==> src/rtl/spi_req_arbiter.sv <==
// spi_req_arbiter: sequences byte bursts on a shared spi_master and
// round-robins ownership between two requesters, A and B.
`timescale 1ns/1ps
module spi_req_arbiter #(
  parameter int unsigned LEN_W      = 4,
  parameter int unsigned GAP_CYCLES = 2,
  parameter int unsigned TIMEOUT    = 1023
) (
  input  logic             clk,
  input  logic             reset,
  // requester A
  input  logic             a_req,
  input  logic [LEN_W-1:0] a_len,
  input  logic [7:0]       a_tx_data,
  output logic             a_grant,
  output logic             a_tx_pop,
  output logic [7:0]       a_rx_data,
  output logic             a_rx_valid,
  output logic             a_done,
  // requester B
  input  logic             b_req,
  input  logic [LEN_W-1:0] b_len,
  input  logic [7:0]       b_tx_data,
  output logic             b_grant,
  output logic             b_tx_pop,
  output logic [7:0]       b_rx_data,
  output logic             b_rx_valid,
  output logic             b_done,
  // status
  output logic             err,
  // spi_master side
  output logic             spi_start,
  output logic [7:0]       spi_data_in,
  input  logic [7:0]       spi_data_out,
  input  logic             spi_busy,
  input  logic             spi_done
);

  typedef enum logic [2:0] {
    S_IDLE,
    S_START,
    S_WAIT,
    S_GAP,
    S_FIN
  } state_t;

  // Owner encoding: 0 = A, 1 = B.
  localparam logic OWN_A = 1'b0;
  localparam logic OWN_B = 1'b1;

  localparam int unsigned TW = (TIMEOUT < 2) ? 1 : $clog2(TIMEOUT + 1);
  localparam int unsigned GW = (GAP_CYCLES < 2) ? 1 : $clog2(GAP_CYCLES);
  localparam logic [TW-1:0] TMO_LAST = TW'((TIMEOUT > 0) ? TIMEOUT - 1 : 0);
  localparam logic [GW-1:0] GAP_LAST = GW'((GAP_CYCLES > 0) ? GAP_CYCLES - 1 : 0);

  state_t           state;
  state_t           state_nxt;
  logic             owner;
  logic             last_owner;
  logic [LEN_W-1:0] remaining;
  logic [TW-1:0]    tmo_cnt;
  logic [GW-1:0]    gap_cnt;
  logic             abort;
  logic [7:0]       data_q;

  logic             fire;
  logic             pick_b;
  logic [7:0]       owner_tx;
  logic             tmo_hit;

  // Shared decode: a byte launches only from START with the master idle.
  always_comb begin
    fire     = (state == S_START) && !spi_busy;
    pick_b   = b_req && (!a_req || (last_owner == OWN_A));
    owner_tx = (owner == OWN_B) ? b_tx_data : a_tx_data;
    tmo_hit  = (state == S_WAIT) && !spi_done && (tmo_cnt >= TMO_LAST);
  end

  // State register.
  always_ff @(posedge clk or negedge reset) begin
    if (!reset) begin
      state <= S_IDLE;
    end else begin
      state <= state_nxt;
    end
  end

  // Next-state decode.
  always_comb begin
    state_nxt = state;
    case (state)
      S_IDLE: begin
        if (a_req || b_req) state_nxt = S_START;
      end
      S_START: begin
        if (!spi_busy) state_nxt = S_WAIT;
      end
      S_WAIT: begin
        if (spi_done) begin
          if (remaining == '0)   state_nxt = S_FIN;
          else if (GAP_CYCLES == 0) state_nxt = S_START;
          else                   state_nxt = S_GAP;
        end else if (tmo_hit) begin
          state_nxt = S_FIN;
        end
      end
      S_GAP: begin
        if (gap_cnt == GAP_LAST) state_nxt = S_START;
      end
      S_FIN: begin
        state_nxt = S_IDLE;
      end
      default: begin
        state_nxt = S_IDLE;
      end
    endcase
  end

  // Burst bookkeeping: grant, length, timers, rx capture.
  // tmo_cnt is loaded with 1 at launch so it counts cycles elapsed since the
  // start pulse; the abort lands in FIN exactly TIMEOUT cycles after start.
  always_ff @(posedge clk or negedge reset) begin
    if (!reset) begin
      owner      <= OWN_A;
      last_owner <= OWN_B;
      remaining  <= '0;
      tmo_cnt    <= '0;
      gap_cnt    <= '0;
      abort      <= 1'b0;
      data_q     <= '0;
      a_grant    <= 1'b0;
      b_grant    <= 1'b0;
      a_rx_data  <= '0;
      b_rx_data  <= '0;
      a_rx_valid <= 1'b0;
      b_rx_valid <= 1'b0;
    end else begin
      a_rx_valid <= 1'b0;
      b_rx_valid <= 1'b0;
      case (state)
        S_IDLE: begin
          if (a_req || b_req) begin
            owner     <= pick_b;
            a_grant   <= !pick_b;
            b_grant   <= pick_b;
            remaining <= pick_b ? b_len : a_len;
          end
        end
        S_START: begin
          if (!spi_busy) begin
            data_q  <= owner_tx;
            tmo_cnt <= TW'(1);
          end
        end
        S_WAIT: begin
          if (spi_done) begin
            if (owner == OWN_B) begin
              b_rx_data  <= spi_data_out;
              b_rx_valid <= 1'b1;
            end else begin
              a_rx_data  <= spi_data_out;
              a_rx_valid <= 1'b1;
            end
            if (remaining != '0) begin
              remaining <= remaining - LEN_W'(1);
              gap_cnt   <= '0;
            end
          end else if (tmo_hit) begin
            abort <= 1'b1;
          end else begin
            tmo_cnt <= tmo_cnt + TW'(1);
          end
        end
        S_GAP: begin
          gap_cnt <= gap_cnt + GW'(1);
        end
        S_FIN: begin
          a_grant    <= 1'b0;
          b_grant    <= 1'b0;
          last_owner <= owner;
          abort      <= 1'b0;
        end
        default: begin
        end
      endcase
    end
  end

  // Output decode: strobes go only to the current owner.
  always_comb begin
    spi_start   = fire;
    spi_data_in = (state == S_START) ? owner_tx : data_q;
    a_tx_pop    = fire && (owner == OWN_A);
    b_tx_pop    = fire && (owner == OWN_B);
    a_done      = (state == S_FIN) && (owner == OWN_A);
    b_done      = (state == S_FIN) && (owner == OWN_B);
    err         = (state == S_FIN) && abort;
  end

endmodule

==> config.mk <==
export PLATFORM = sky130hd
export DESIGN_NAME = spi_req_arbiter
export DESIGN_NICKNAME = d
export VERILOG_FILES = /design/src/rtl/spi_req_arbiter.sv
export SDC_FILE = /design/constraint.sdc
export NUM_CORES = 1
export LEC_CHECK = 0
export ABC_AREA = 1
export BUFFER_PORTS_ARGS = -buffer_cell sky130_fd_sc_hd__buf_4
export CORE_ASPECT_RATIO = 1.75
export CORE_MARGIN = 10
export CORE_UTILIZATION = 30
export CTS_BUF_LIST = sky130_fd_sc_hd__clkbuf_4
export DETAILED_ROUTE_END_ITERATION = 12
export PLACE_DENSITY = 0.47
export SYNTH_ARGS = -nofsm -noshare
export SYNTH_HDL_FRONTEND = slang
export SYNTH_SLANG_ARGS = --single-unit
==> constraint.sdc <==
create_clock -name clk -period 2.1 [get_ports clk]
set_input_delay 0.21 -clock clk [delete_from_list [all_inputs] [get_ports clk]]
set_output_delay 0.21 -clock clk [all_outputs]
set_load 0.1 [all_outputs]
Word-level counts from Yosys, hierarchy flattened

Cells that the tools add are included.

Register bits: 49
Bits in latches: 0
Memory bits (writable): 0
Memory bits (read-only): 0
Bits of input ports: 38
Output and inout bits: 34
Memories kept: 0

$add $sub $neg: 3
Multipliers: 0
Div/mod/pow operators: 0
Magnitude comparators: 1
Eq/ne operators: 13
Shifts and indexed selects: 0
Mux-type cells: 34
Bitwise logic cells: 3
Reduce and logical (&&, ||, !) cells: 33

Operators by type and width:

| cell                  | count |
|---|---|
| $mux 10               | 3 |
| $pmux 10 s2           | 1 |
| $mux 3                | 6 |
| $mux 4                | 4 |
| $mux 8                | 2 |
| $ne 2x2->1 const B    | 7 |
| $mux 1                | 12 |
| $pmux 3 s4            | 1 |
| $reduce_and 3->1      | 4 |
| $reduce_and 4->1      | 3 |
| $add 10x1->10 const B | 1 |
| $ge 10x10->1 const B  | 1 |
| $reduce_bool 2->1     | 5 |
| $logic_and 1x1->1     | 9 |
| $pmux 1 s2            | 4 |
| $pmux 4 s2            | 1 |
| $eq 3x2->1 const B    | 2 |
| $reduce_and 2->1      | 3 |
| $logic_not 1->1       | 4 |
| $logic_not 4->1       | 1 |
| $reduce_bool 4->1     | 1 |
| $sub 4x1->4 const B   | 1 |
| $eq 3x1->1 const B    | 1 |
| $eq 3x3->1 const B    | 1 |
| other kinds (6)       | 9 |

Longest topological paths before layout

Gate-level depths: netlist (run 1).

Word-level depth: 6
Depth in mapped cells: 12
Depth with buffers taken out: 12

Worst setup path before layout (run 1)

OpenSTA, ideal clock, no wires.

Kind: register to output
Start point: reg state[2]
End point: out spi_data_in[0]
Arrival time: 3.061 ns
Slack: -1.171 ns
Cell stages (with the launch flop): 6
Buffers on the path: 1
Cell sequence: dfrtp_1 -> clkinv_1 -> nand3_2 -> inv_1 -> buf_2 -> o21ai_0

Longest elaborated chain between the ends: 2

Ends and longest elaborated chain:

| element                | line | source |
|---|---|---|
| from (decl)            | 56   | `state_t state;` |
| from (signal assigned) | 84   | `state <= state_nxt;` |
| $eq 3x1->1             | 192  | `spi_data_in = (state == S_START) ? owner_tx : data_q;` |
| $mux 8                 | 192  |  |
| to (decl)              | 33   | `output logic [7:0] spi_data_in,` |

No other way between the ends.

Worst setup path in the final report (run 1)

Start point: reg state[1]
End point: out spi_data_in[7]

Same word-level chain as after synthesis.

==> summary.txt, run 1 <==
Yosys
  • Mux contribution to synthesized area: 0%
  • Yosys reg bits: 49
  • Post-synth cell types: 34
  • Synth top cells by count: 113 x nand2_1, 48 x dfrtp_1, 37 x inv_1
  • Largest family of logic cells by synthesized area: simple AND/OR/NAND/NOR gates
  • Synth Flop Type: dfrtp_1
  • Yosys top cell area share: between 40% and 50%
  • Synth Area in Adders: under 10%
  • Synth top area cells: dfrtp_1 44%, nand2_1 16%, inv_1 5.1%, o21ai_0 5.0%, nand3_1 4.6%
  • Average size of a mapped cell: around 7.7 µm²
  • Cell with the most instances after synthesis: nand2_1
  • Compound-gate portion of the synthesized area: a little under an eighth
  • EDFF count, synth: 0
  • Simple-Gate Fraction of Synth Area: 31.8%
  • Post-synthesis cell count: about 350
  • Cell Area, Synth: between 2000 and 3000 µm²
  • Asr flop ratio synth: 100%
  • YS warnings: 0
  • Sequential-to-total area share from yosys stat: roughly 45%
  • Cell accounting for the most synthesized area: dfrtp_1
  • Post-Synth XOR/XNOR Area: 0.323%
  • Mapped Nets: 392

Route
  • Drt first pass iters: 4
  • Vias per inst: between 4 and 5
  • DR iter-0 viols: between 100 and 150
  • DRC errors left: 0
  • Wire per inst: between 10 and 15 µm
  • Post-route ant nets: 0
  • Detailed Route WL: 7720 µm
  • Routed vias: 2479

Run status
  • Outcome: finished clean

Setup path
  • Slowest stage delay, CP: 480 ps
  • CP required: approximately 1900 ps
  • Crit Path Max Fanout: 8
  • CP Cell Sequence: inv_4 > nand3_4 > buf_12 > clkinvlp_4 > nand2_1 > o21ai_1 > buf_6
  • CP Capture Type: primary output
  • Slowest CP cell: dfrtp_2
  • Setup Crit Path Kind: reg2out
  • Critical path launch point type: register
  • Reg-to-Reg End: tmo_cnt[5]
  • Arr. time, crit path: roughly 1800 ps
  • Reg2reg path depth: 9
  • Worst r2r src: state[1]
  • R2r setup slk: ~380 ps

Clock tree
  • Clk slew on worst S/H paths: between 150 and 200 ps
  • Clk_lat worst skew: 410 ps
  • # H-tree levels: 2
  • CTS tree: built
  • CTS root buf: clkbuf_4
  • Maximum buffer depth of the clock tree: 2
  • Clk sink count: about 50
  • Total CTS buffers: 5

STA
  • Period utilisation layout: 96.3%
  • Measured slew at the worst slew-check pin: 662 ps
  • Fmax: about 490 MHz
  • Crit path time final: between 2000 and 2500 ps
  • Final hold viol count: 0
  • Final slew viol count: 0
  • Final Skew: roughly 32 ps
  • Slew HR: approximately 56%
  • # setup viols final: 0
  • Hold Worst Slack: ~52 ps

GRT
  • First-pass GRT wire length: 12800 µm
  • Gr usage total: 11.7%
  • Antenna violations before repair: 0
  • Largest net degree at the start of global routing: 50
  • Total gr overflow: 0
  • Vias in the first global route: 2596

Die
  • Die Area: around 13000 µm²
  • Row cnt: 45
  • DIE HEIGHT: around 150 µm
  • Initial core utilization: between 30% and 40%
  • Chip width: a little over 90 µm
  • Area of the core: 8730 µm²
  • Io pins: slightly above 70

Layout
  • Antenna diodes: 0
  • Area Overhead vs Synth: 31.8%
  • Fin nets: 470
  • Finished Cell Area: around 3600 µm²
  • Share of layout cells above drive strength 1: approximately a third

Flow run
  • Maxcap violations: 0

Placement
  • IO Port Bufs: 71
  • GPL Wtd Cong: ~0.76
  • DPL Wire Length: approximately 5800 µm
  • Cell Area, Placed: roughly 3400 µm²

Worst hold path
  • Hold Crit Class: in2reg
  • Hold path endpoint: b_rx_data[6]
  • Hold Crit Depth: 3
  • Min-delay src: spi_data_out[6]
-- what timing repair did --
| action | in CTS | in global routing |
|---|---|---|
| hold buffers | 1 | 0 |
| hold endpoints to repair | 48 | 0 |
| resized for setup | 17 | 9 |
| setup endpoints to repair | 11 | 13 |
| pin swaps | 1 | 0 |
| setup buffers | 2 | 2 |
| cloned | 1 | 0 |
-- sequential cells by signal (all words and copies together) (netlist names) --
register / flops
state: 3
owner: 1
a_grant: 1
b_grant: 1
remaining: 4
last_owner: 1
gap_cnt: 1
a_rx_valid: 1
tmo_cnt: 10
a_rx_data: 8
data_q: 8
abort: 1
b_rx_valid: 1
b_rx_data: 8
-- cells by family (layout without fill, tap and decap cells) --
kind of cell | after synthesis | in the layout
AO/OA/AOI/OAI | 55 | 55
XOR/XNOR | 1 | 1
adder cells (fa/ha/maj) | 3 | 3
buffers and inverters | 55 | 134
flip-flops | 49 | 49
AND/OR/NAND/NOR | 188 | 188
-- worst max path at each step --
stage	start	to	slack (ps)
after global placement	state[1]	spi_data_in[0]	310
after floorplan	state[2]	spi_data_in[0]	-420
after detailed placement	state[1]	spi_data_in[2]	270
final	state[1]	spi_data_in[7]	80
after CTS	state[0]	a_done	1
after global routing	state[0]	b_done	-3
-- worst max-delay path: cells and delay by family, from the launching register on --
family / cells / cell delay (ps)
flops: 1 / 480
compound gates: 1 / 110
simple gates: 2 / 180
buf+inv: 4 / 620
-- cell type report --
cell class | count | area (µm²)
Fill cell | 937 | 5150
Sequential cell | 49 | 1230
Clock buffer | 5 | 37.5
Tap cell | 117 | 146
Timing Repair inverter | 1 | 7.51
Clock inverter | 3 | 28.8
Inverter | 45 | 183
Timing Repair Buffer | 80 | 669
Multi-Input combinational cell | 247 | 1270
-- placed cells by master, fill, tap and decap left out, types with 2 or more instances in the layout --
cell type	instances
buf_12	2
dfrtp_1	46
inv_1	34
inv_2	6
inv_4	2
nand3_1	25
nor2_1	21
clkinvlp_4	3
a21oi_1	6
o21ai_0	19
nand3_2	4
buf_6	9
buf_4	67
nor2_4	7
nand2_4	3
o21ai_2	8
or2_2	3
clkbuf_4	5
nand2_1	113
o211ai_1	2
nand3_4	2
dfrtp_2	2
ha_1	3
nand2_2	2
o21ai_1	17
nor2_2	4
-- through the flow --
| step | setup TNS, ps | std cells | utilization (%) | setup slack [ps] |
|---|---|---|---|---|
| floorplan | -3390 | 351 | - | -424 |
| global placement | 0 | 533 | 38.5 | 312 |
| detailed placement | 0 | 533 | 38.5 | 268 |
| CTS | 0 | 545 | 40.5 | 1.20 |
| global route | -2.87 | 547 | 41.0 | -2.87 |
| finish | 0 | 547 | 41.0 | 78.2 |
-- layer usage --
layer  up-vias  global-route usage [%]  routed length (µm)
met5         -                       0                   0
met4         0                    4.96                 200
met3        12                    4.07                 482
met2        61                    20.8                4010
met1      1147                    11.9                3030
li1       1259                       -                   -
Power of run 1 is left out: the tool's default activity adds up to more than one toggle a clock period on the data nets, which glitch-free logic cannot reach.
==> run 2, diff against run 1 <==
--- a/config.mk
+++ b/config.mk
@@ -13,6 +13,7 @@
 export CTS_BUF_LIST = sky130_fd_sc_hd__clkbuf_4
 export DETAILED_ROUTE_END_ITERATION = 12
 export PLACE_DENSITY = 0.47
+export RECOVER_POWER = 100
 export SYNTH_ARGS = -nofsm -noshare
 export SYNTH_HDL_FRONTEND = slang
 export SYNTH_SLANG_ARGS = --single-unit
==> summary.txt, run 2 (synthesis gave the netlist of run 1 again) <==
Layout
  • Register area: 1230 µm² (unchanged)
  • Area Overhead vs Synth: 27.7% (was 31.8%)
  • Footprint of the multi-input gates: 1230 µm² (was 1270 µm²)
  • Register with the most flip-flops: tmo_cnt (unchanged)
  • Fin nets: 470 (unchanged)
  • Finished Cell Area: 3460 µm² (was 3570 µm²)
  • Most frequent cells in the layout: 114 x nand2_1, 46 x dfrtp_1, 43 x buf_4, 36 x inv_1, 26 x nand3_1 (was 113 x nand2_1, 67 x buf_4, 46 x dfrtp_1, 34 x inv_1, 25 x nand3_1)
  • Fillers: 970 (was 937)
  • Final core occ: 39.7% (was 41.0%)
  • Share of layout cells above drive strength 1: 29.5% (was 31.9%)
  • Most common cell after layout, fill and taps aside: nand2_1 (unchanged)
  • Max reg flops: 10 (unchanged)
  • Antenna diodes: 0 (unchanged)

Worst hold path
  • Hold Crit Depth: 3 (unchanged)
  • Min-delay src: spi_data_out[6] (unchanged)
  • Hold Crit Class: in2reg (unchanged)

Die
  • Row cnt: 45 (unchanged)
  • DIE HEIGHT: 146 µm (unchanged)
  • Die Area: 13400 µm² (unchanged)
  • Chip width: 91.9 µm (unchanged)
  • Area of the core: 8730 µm² (unchanged)
  • Io pins: 72 (unchanged)
  • Initial core utilization: 31.1% (unchanged)

Route
  • Routed vias: 2464 (was 2479)
  • Post-route ant nets: 0 (unchanged)
  • Wire per inst: 14.0 µm (was 14.1 µm)
  • DRC errors left: 0 (unchanged)
  • Detailed Route WL: 7660 µm (was 7720 µm)
  • Vias per inst: 4.50 (was 4.53)
  • DR iter-0 viols: 136 (was 146)
  • Drt first pass iters: 4 (unchanged)

Setup path
  • Crit path launch: state[1] (unchanged)
  • Setup Crit Path Kind: reg2out (unchanged)
  • Critical path endpoint: spi_data_in[0] (was spi_data_in[7])
  • Reg2reg path depth: 9 (unchanged)
  • R2r setup slk: 180 ps (was 380 ps)
  • CP bufs+invs: 4 (unchanged)
  • CP Capture Type: primary output (unchanged)
  • Arr. time, crit path: 1800 ps (was 1810 ps)
  • CP Cell Sequence: inv_4 > nand3_4 > buf_12 > clkinvlp_4 > nand2_1 > o21ai_1 > buf_4 (was inv_4 > nand3_4 > buf_12 > clkinvlp_4 > nand2_1 > o21ai_1 > buf_6)
  • Reg-to-Reg End: tmo_cnt[2] (was tmo_cnt[5])
  • CP delay by family, top: buffers and inverters (unchanged)
  • CP required: 1890 ps (about the same)
  • Crit Path Max Fanout: 8 (unchanged)
  • Levels on crit path: 7 (unchanged)
  • Slowest stage delay, CP: 480 ps (about the same)
  • Critical path launch point type: register (unchanged)
  • Slowest CP cell: dfrtp_2 (unchanged)
  • Worst r2r src: state[1] (unchanged)

STA
  • Worst setup margin: 89.5 ps (was 78.2 ps)
  • RSZ-0062 raised after global routing: false
  • Final Skew: 32.6 ps (was 31.5 ps)
  • Slew HR: 14.0% (was 55.9%)
  • Final hold viol count: 0 (unchanged)
  • Measured slew at the worst slew-check pin: 1290 ps (was 662 ps)
  • Fmax: 497 MHz (was 495 MHz)
  • # setup viols final: 0 (unchanged)
  • Crit path time final: 2010 ps (was 2020 ps)
  • Period utilisation layout: 95.7% (was 96.3%)
  • Final slew viol count: 0 (unchanged)

Clock tree
  • Clk slew on worst S/H paths: 180 ps (about the same)
  • Clk sink count: 49 (unchanged)
  • CTS root buf: clkbuf_4 (unchanged)
  • Total CTS buffers: 5 (unchanged)
  • CTS tree: built (unchanged)
  • Clk_lat worst skew: 410 ps (about the same)
  • # H-tree levels: 2 (unchanged)
  • Maximum buffer depth of the clock tree: 2 (unchanged)

Placement
  • DPL Wire Length: 5790 µm (unchanged)
  • GPL Wtd Cong: 0.755 (unchanged)
  • Cell Area, Placed: 3360 µm² (unchanged)
  • IO Port Bufs: 71 (unchanged)
  • Place WS: 268 ps (unchanged)

GRT
  • Antenna violations before repair: 0 (unchanged)
  • Total gr overflow: 0 (unchanged)
  • Largest net degree at the start of global routing: 50 (unchanged)
  • Vias in the first global route: 2596 (unchanged)
  • First-pass GRT wire length: 12800 µm (unchanged)
  • Gr usage total: 11.7% (unchanged)

Run status
  • Outcome: finished clean (unchanged)

Flow run
  • Maxcap violations: 0 (unchanged)
-- run 2: cell types whose count changed in the layout (fill, tap and decap cells not counted), sizes merged --
cell	previous run	this run
clkbuf	5	31
buf	79	53
-- run 2: area by class of cell --
cell class | instances | area share, %
multi-input cells | 247 | 35.6
inverters | 45 | 5.28
flip-flops and latches | 49 | 35.5
repair inverters | 1 | 0.217
repair buffers | 80 | 17.2
well taps | 117 | 4.23
clock buffers | 5 | 1.08
clock inverters | 3 | 0.831
-- run 2: through the flow --
stage / TNS, ps / cells / hold WS (ps)
2_1_floorplan: -3390 / 351 / -85.6
3_3_place_gp: 0 / 533 / 294
3_5_place_dp: 0 / 533 / 303
4_1_cts: 0 / 545 / 24.8
5_1_grt: 0 / 547 / 22.5
6_report: 0 / 547 / 42.0
-- run 2: worst min-delay path by stage --
stage | end | slack, ps
6_report | b_rx_data[6] | 40
5_1_grt | b_rx_data[5] | 20
4_1_cts | a_rx_data[6] | 20
3_5_place_dp | remaining[2] | 300
3_3_place_gp | remaining[2] | 290
2_1_floorplan | a_grant | -90
-- run 2: timing repair --
item / in CTS / in global routing
resized for setup: 17 / 9
endpoints found under the hold margin: 48 / 0
endpoints found under the setup margin: 11 / 13
setup buffers: 2 / 2
hold buffers: 1 / 0
gates cloned: 1 / 0
pin swaps: 1 / 0
-- run 2: metal layers --
layer	part of all wire, %	vias up	track usage (%)
met3	6.3	11	4.07
met5	0	-	0
met4	2.5	0	4.96
met2	52	60	20.8
li1	-	1263	-
met1	39	1130	11.9
-- run 2: worst min-delay path, stage by stage --
cell and delay (ps):
buf_4 100, inv_1 50, o21ai_1 60
Power of run 2 is left out for the same reason.
